[src/rtl/pll_lock_supervisor.sv]
// -----------------------------------------------------------------------------
// pll_lock_supervisor
//   Qualifies the VGA PLL lock flag inside the PLL output clock domain and
//   derives from it a clean video-pipeline reset, a pixel clock-enable and a
//   debug counter of lock-loss events.
//
// Ports
//   clock           PLL output clock; every flop uses its rising edge
//   reset           asynchronous, active-high global reset
//   locked          raw PLL lock flag, asynchronous to clock
//   clear_count     synchronous clear of lock_lost_count (wins over increment)
//   rst_out         active-high downstream reset, high in every cycle that
//                   state != RUN; asserts asynchronously, releases on a clock edge
//   pix_ce          one-cycle pixel enable every PIX_DIV cycles while in RUN
//   lock_lost_count saturating count of RUN->LOST transitions
//   state           FSM state: 0 WAIT_LOCK, 1 SETTLE, 2 RUN, 3 LOST
// -----------------------------------------------------------------------------
module pll_lock_supervisor #(
    parameter int SYNC_STAGES   = 2,
    parameter int STABLE_CYCLES = 1024,
    parameter int PIX_DIV       = 10,
    parameter int CNT_W         = 8
) (
    input  logic             clock,
    input  logic             reset,
    input  logic             locked,
    input  logic             clear_count,
    output logic             rst_out,
    output logic             pix_ce,
    output logic [CNT_W-1:0] lock_lost_count,
    output logic [1:0]       state
);

    localparam int SETTLE_W = (STABLE_CYCLES > 1) ? $clog2(STABLE_CYCLES) : 1;
    localparam int DIV_W    = $clog2(PIX_DIV);

    localparam logic [SETTLE_W-1:0] SETTLE_LAST = SETTLE_W'(STABLE_CYCLES - 1);
    localparam logic [DIV_W-1:0]    DIV_LAST    = DIV_W'(PIX_DIV - 1);
    localparam logic [CNT_W-1:0]    CNT_MAX     = {CNT_W{1'b1}};

    typedef enum logic [1:0] {
        WAIT_LOCK = 2'd0,
        SETTLE    = 2'd1,
        RUN       = 2'd2,
        LOST      = 2'd3
    } state_t;

    // Saturating increment: holds at all-ones instead of wrapping to zero.
    function automatic logic [CNT_W-1:0] sat_inc(input logic [CNT_W-1:0] value);
        if (value == CNT_MAX) begin
            sat_inc = value;
        end else begin
            sat_inc = value + CNT_W'(1);
        end
    endfunction

    logic [SYNC_STAGES-1:0] sync_r;
    logic                   locked_s;
    state_t                 state_r;
    state_t                 next_state_s;
    logic [SETTLE_W-1:0]    settle_r;
    logic [SETTLE_W-1:0]    settle_next_s;
    logic [DIV_W-1:0]       div_r;
    logic [DIV_W-1:0]       div_next_s;
    logic [CNT_W-1:0]       count_r;
    logic [CNT_W-1:0]       count_next_s;
    logic                   pix_next_s;
    logic                   rst_out_r;
    logic                   pix_ce_r;

    // The last synchronizer stage is the only view of the PLL lock flag.
    assign locked_s = sync_r[SYNC_STAGES-1];

    // Lock flag synchronizer shift chain.
    always_ff @(posedge clock or posedge reset) begin
        if (reset) begin
            sync_r <= '0;
        end else begin
            sync_r <= {sync_r[SYNC_STAGES-2:0], locked};
        end
    end

    // Next-state and settle-counter logic.
    always_comb begin
        next_state_s  = state_r;
        settle_next_s = settle_r;
        case (state_r)
            WAIT_LOCK: begin
                if (locked_s) begin
                    next_state_s  = SETTLE;
                    settle_next_s = '0;
                end else begin
                    next_state_s = WAIT_LOCK;
                end
            end
            SETTLE: begin
                if (!locked_s) begin
                    next_state_s = WAIT_LOCK;
                end else if (settle_r == SETTLE_LAST) begin
                    next_state_s = RUN;
                end else begin
                    settle_next_s = settle_r + SETTLE_W'(1);
                end
            end
            RUN: begin
                if (!locked_s) begin
                    next_state_s = LOST;
                end else begin
                    next_state_s = RUN;
                end
            end
            LOST: begin
                next_state_s = WAIT_LOCK;
            end
            default: begin
                next_state_s = WAIT_LOCK;
            end
        endcase
    end

    // Pixel divider: free-running modulo PIX_DIV while in RUN, parked at zero
    // otherwise. The enable is suppressed on the edge that leaves RUN so that
    // it can never coincide with a high rst_out.
    always_comb begin
        div_next_s = '0;
        pix_next_s = 1'b0;
        if (state_r == RUN) begin
            if (div_r == DIV_LAST) begin
                div_next_s = '0;
            end else begin
                div_next_s = div_r + DIV_W'(1);
            end
            pix_next_s = (div_r == DIV_LAST) && (next_state_s == RUN);
        end else begin
            div_next_s = '0;
            pix_next_s = 1'b0;
        end
    end

    // Lock-loss counter; a clear in the same cycle beats the increment.
    always_comb begin
        count_next_s = count_r;
        if (clear_count) begin
            count_next_s = '0;
        end else if ((state_r == RUN) && (next_state_s == LOST)) begin
            count_next_s = sat_inc(count_r);
        end else begin
            count_next_s = count_r;
        end
    end

    // State, counters and registered outputs.
    always_ff @(posedge clock or posedge reset) begin
        if (reset) begin
            state_r   <= WAIT_LOCK;
            settle_r  <= '0;
            div_r     <= '0;
            count_r   <= '0;
            rst_out_r <= 1'b1;
            pix_ce_r  <= 1'b0;
        end else begin
            state_r   <= next_state_s;
            settle_r  <= settle_next_s;
            div_r     <= div_next_s;
            count_r   <= count_next_s;
            rst_out_r <= (next_state_s != RUN);
            pix_ce_r  <= pix_next_s;
        end
    end

    assign rst_out         = rst_out_r;
    assign pix_ce          = pix_ce_r;
    assign lock_lost_count = count_r;
    assign state           = state_r;

endmodule

[config.mk]
export PLATFORM = sky130hd
export DESIGN_NAME = pll_lock_supervisor
export DESIGN_NICKNAME = d
export VERILOG_FILES = /design/src/rtl/pll_lock_supervisor.sv
export SDC_FILE = /design/constraint.sdc
export NUM_CORES = 1
export LEC_CHECK = 0
export CORE_MARGIN = 8
export CORE_UTILIZATION = 30
export CTS_CLUSTER_SIZE = 14
export DETAILED_ROUTE_END_ITERATION = 6
export GPL_TIMING_DRIVEN = 0
export SLEW_MARGIN = 20
export SYNTH_ARGS = -nofsm -noshare
export SYNTH_HDL_FRONTEND = slang
export SYNTH_SLANG_ARGS = --single-unit
export TNS_END_PERCENT = 10
[constraint.sdc]
create_clock -name clock -period 1.9 [get_ports clock]
set_input_delay 0.38 -clock clock [delete_from_list [all_inputs] [get_ports clock]]
set_output_delay 0.38 -clock clock [all_outputs]
set_load 0.02 [all_outputs]
==> impl_summary.txt <==
----------------------------------------------------
[Floorplan]
  Initial core utilization ... 31.4%
  Die outline area ... 7020 um^2
  Chip Width ... 83.8 um
  Height of the chip ... 83.8 um
  Floorplan Core Area ... 4380 um^2
  Site Rows ... 24
  Number of top-level pins ... 16

[GRT]
  Vias in the first global route ... 1166
  Number of antenna violations at the first check in global routing ... 0
  All-Layer GR Usage ... 8.50%
  Pin count of the biggest net entering global routing ... 29
  GR Overflow Total ... 0
  Global-route wire length before repair ... 5.13 mm

[Cells and area]
  Count of filler cells inserted in the layout ... 441
  Inserted Diodes ... 0
  Cell area after layout ... 1650 um^2
  FF+latch area ... 703 um^2
  Synthesis-to-finish area growth ... 19.3%
  Number of nets in the layout ... 164
  Layout cell share with drive strength beyond 1 ... 7.74%
  Area of the multi-input gates ... 659 um^2

[Logic synthesis]
  Share of flip-flops with an asynchronous set or reset ... 100%
  Largest family of logic cells by synthesized area ... simple AND/OR/NAND/NOR gates
  Most common flop cell mapped by yosys ... sky130_fd_sc_hd__dfrtp_1
  Largest cells by area after synthesis ... sky130_fd_sc_hd__dfrtp_1 (49%), sky130_fd_sc_hd__nor2_1 (4.9%), sky130_fd_sc_hd__xor2_1 (3.8%), sky130_fd_sc_hd__ha_1 (3.6%), sky130_fd_sc_hd__o21ai_0 (3.6%)
  Share of cell area taken by muxes after synthesis ... 1.45%
  Synthesized flop and latch total ... 28
  Post-synthesis sequential area ratio ... 50.9%
  Count of synthesis-stage warnings from yosys ... 0
  Synthesized-area fraction occupied by and/or/nand/nor cells ... 24.5%
  Synth Instances ... 137
  Number of enable-type register cells in the synthesized netlist ... 0
  Net count of the mapped netlist ... 145
  Synth Area in Compound Gates ... 13.4%
  Count leader, synth ... sky130_fd_sc_hd__dfrtp_1
  Yosys top cell by area ... sky130_fd_sc_hd__dfrtp_1
  Unique masters post-synth ... 39
  Adder-cell share of the synthesized area ... 3.63%
  Combined area of all synthesized cells ... 1380 um^2
  Commonest cells in the synthesized netlist ... sky130_fd_sc_hd__dfrtp_1 (27), sky130_fd_sc_hd__nor2_1 (18), sky130_fd_sc_hd__nand2_1 (12)
  Post-synthesis xor/xnor area fraction ... 4.45%
  Share of the synthesized area in the top cell type ... 49.0%
  Syn Area/Cell ... 10.1 um^2

[Timing]
  Setup Viol. Count Final ... 0
  Maximum frequency from static timing analysis ... 552 MHz
  Hold Vio Cnt, Final ... 0
  Final critical delay including setup and external delays ... 1810 ps
  Number of max-slew violations in the final report ... 0
  Min setup slack post-route ... 86.9 ps
  Setup repair after global routing missed its margin ... no
  Worst setup skew after layout ... 9.33 ps
  Share of the cycle needed by the critical path after routing ... 95.4%
  Worst hold slack ... 356 ps
  Sum of negative setup slack ... 0 ps
  Worst slew margin relative to its limit ... 61.8%
  Transition time at the pin with the least slew margin ... 572 ps

[Job]
  Max-cap check violation count ... 0

[Clock network]
  # H-tree levels ... 1
  Maximum count of clock buffers along a single path ... 2
  Total number of clock tree sinks ... 28
  TritonCTS clock tree ... built
  Clock transition time at the flip-flop clock pins of the worst setup and hold paths ... 100 ps
  TritonCTS Buffers ... 3
  Post-CTS Hold Buffers ... 0
  Root buffer cell ... sky130_fd_sc_hd__clkbuf_8
  Clock latency of the later-clocked register in the worst-skew pair ... 280 ps

[Worst setup path]
  CP Data Arrival Time ... 1430 ps
  Worst path required time ... 1520 ps
  Register-to-register path setup slack ... 120 ps
  Cell type group with the largest total delay on the critical path ... buffers and inverters
  Worst path slowest cell ... sky130_fd_sc_hd__clkdlybuf4s50_1
  Depth of the worst register-to-register path ... 4
  Count of buffer and inverter cells on the critical path ... 1
  Worst reg2reg startpoint ... state[1]
  Highest net fanout along the worst path ... 8
  Critical path launch point type ... flop
  Stage delay of the slowest cell on the critical path ... 660 ps
  Launching element of the worst setup path ... lock_lost_count[2]
  Nature of the critical path endpoint ... output port
  Start-to-end type of the worst setup path ... flop to output port
  Worst path cell trace ... clkdlybuf4s50_1
  End of the worst register-to-register path ... settle_r[7]

[Detailed routing]
  Routed wire length per instance ... 14.1 um
  Pre-antenna DRT Iters ... 4
  WL final ... 2.91 mm
  DR iter-0 viols ... 54
  Via count normalized by instance count ... 5.36
  Remaining design rule violation count ... 0
  Via count of the routed design ... 1109
  Detail Route Antenna Nets ... 0

[Power]
  Clock group share of total power ... 35.7%
  Fraction of power consumed by combinational cells ... 5.2%
  Part of the total power dissipated in sequential elements ... 59.1%
  Cell internal power dissipation ... 0.000812 W
  Power per Cell Area ... 637 nW/um^2
  Post-route total power ... 0.00105 W
  Switching power as a share of total power ... 22.6%
  Worst ir drop on vdd ... 553 uV
  Net switching power figure ... 0.000237 W
  Cell leakage power ... 0.675 nW

[Placement]
  Area post-placement ... 1580 um^2
  Buffers on Ports ... 14
  Worst slack, placed ... 120 ps
  Half-perimeter wire length of the detailed placement result ... 2.10 mm
  Routability cong. ... 0.826

[Hold path]
  Endpoint of the worst hold-timing path ... sync_r[1]
  Count of cells along the worst hold path ... 0
  Path type of the worst min-delay path ... flop to flop
  Hold Startpoint ... sync_r[0]

[Outcome]
  Status ... finished clean

----------------------------------------------------
per-stage QoR:
step	utilization (%)	instances
after global placement	36.1	203
after global routing	37.5	207
after CTS	37.4	207
after detailed placement	36.1	203
final	37.5	207
after floorplan	-	137
per-layer routing:
layer  part of all wire, %  vias to the layer above  track usage [%]
met4                  0.27                        0            0.942
met2                    46                       32             14.5
met1                    47                      536             9.66
met5                     0                        -                0
li1                      -                      539                -
met3                   7.0                        2             3.91
cells by family (layout without fill, tap and decap cells):
group                      count (synthesis)  after routing
and+or+nand+nor                           61             61
muxes                                      2              2
adders and majority gates                  4              4
xor gates and xnor gates                   7              7
DFF                                       28             28
buffers and inverters                      6             24
AOI/OAI and AO/OA                         29             29
repair_timing:
action / 4_1_cts / 5_1_grt
buffers inserted: 0 / 0
setup endpoints to repair: 0 / 3
endpoints found under the hold margin: 0 / 0
resized for setup: 0 / 2
state kept, by name, indices dropped and copies added (netlist names):
register         flops
lock_lost_count      8
rst_out              1
sync_r               2
settle_r            10
pix_ce               1
div_r                4
state                2
power by group through the flow:
| stage | clock network (W) | logic [W] | registers [W] |
|---|---|---|---|
| after floorplan | 0 | 0.0000366 | 0.000629 |
| after global placement | 0 | 0.0000535 | 0.000630 |
| after detailed placement | 0 | 0.0000555 | 0.000631 |
| after CTS | 0.000387 | 0.0000555 | 0.000620 |
| after global routing | 0.000413 | 0.0000633 | 0.000622 |
| final | 0.000374 | 0.0000546 | 0.000620 |
worst max-delay path by stage:
stage | cells after the start | end | slack [ps]
2_1_floorplan | 4 | settle_r[7] | 150
3_3_place_gp | 4 | settle_r[0] | 140
3_5_place_dp | 4 | settle_r[1] | 120
4_1_cts | 1 | lock_lost_count[2] | 90
5_1_grt | 4 | settle_r[7] | 30
6_report | 1 | lock_lost_count[2] | 90
worst register-to-register path: stages, from the launching register on:
cell and delay [ps]:
sky130_fd_sc_hd__dfrtp_2 470, sky130_fd_sc_hd__nand2b_4 180, sky130_fd_sc_hd__or3_4 430, sky130_fd_sc_hd__or4_1 480, sky130_fd_sc_hd__a21oi_1 150
cell usage in the layout (no fill, tap or decap), types with 2 or more instances in the layout:
cell type	count
sky130_fd_sc_hd__a21oi_1	5
sky130_fd_sc_hd__a31oi_1	2
sky130_fd_sc_hd__and2_1	2
sky130_fd_sc_hd__and4_1	4
sky130_fd_sc_hd__clkbuf_1	2
sky130_fd_sc_hd__clkbuf_8	4
sky130_fd_sc_hd__clkdlybuf4s50_1	14
sky130_fd_sc_hd__dfrtp_1	26
sky130_fd_sc_hd__ha_1	4
sky130_fd_sc_hd__inv_1	2
sky130_fd_sc_hd__mux2i_1	2
sky130_fd_sc_hd__nand2_1	12
sky130_fd_sc_hd__nand2b_1	2
sky130_fd_sc_hd__nand3_1	5
sky130_fd_sc_hd__nand4_1	4
sky130_fd_sc_hd__nor2_1	18
sky130_fd_sc_hd__nor3_1	3
sky130_fd_sc_hd__o2111ai_1	2
sky130_fd_sc_hd__o211ai_1	2
sky130_fd_sc_hd__o21ai_0	10
sky130_fd_sc_hd__o31ai_1	2
sky130_fd_sc_hd__xor2_1	6
final cells by class:
cell class / count / area share [%]
Buffer: 3 / 0.684
Clock buffer: 4 / 3.35
Timing Repair Buffer: 14 / 8.52
Multi-Input combinational cell: 103 / 40.1
Sequential cell: 28 / 42.7
Inverter: 3 / 0.684
Tap cell: 52 / 3.95
Note: power is estimated with default switching activity, not from simulation.
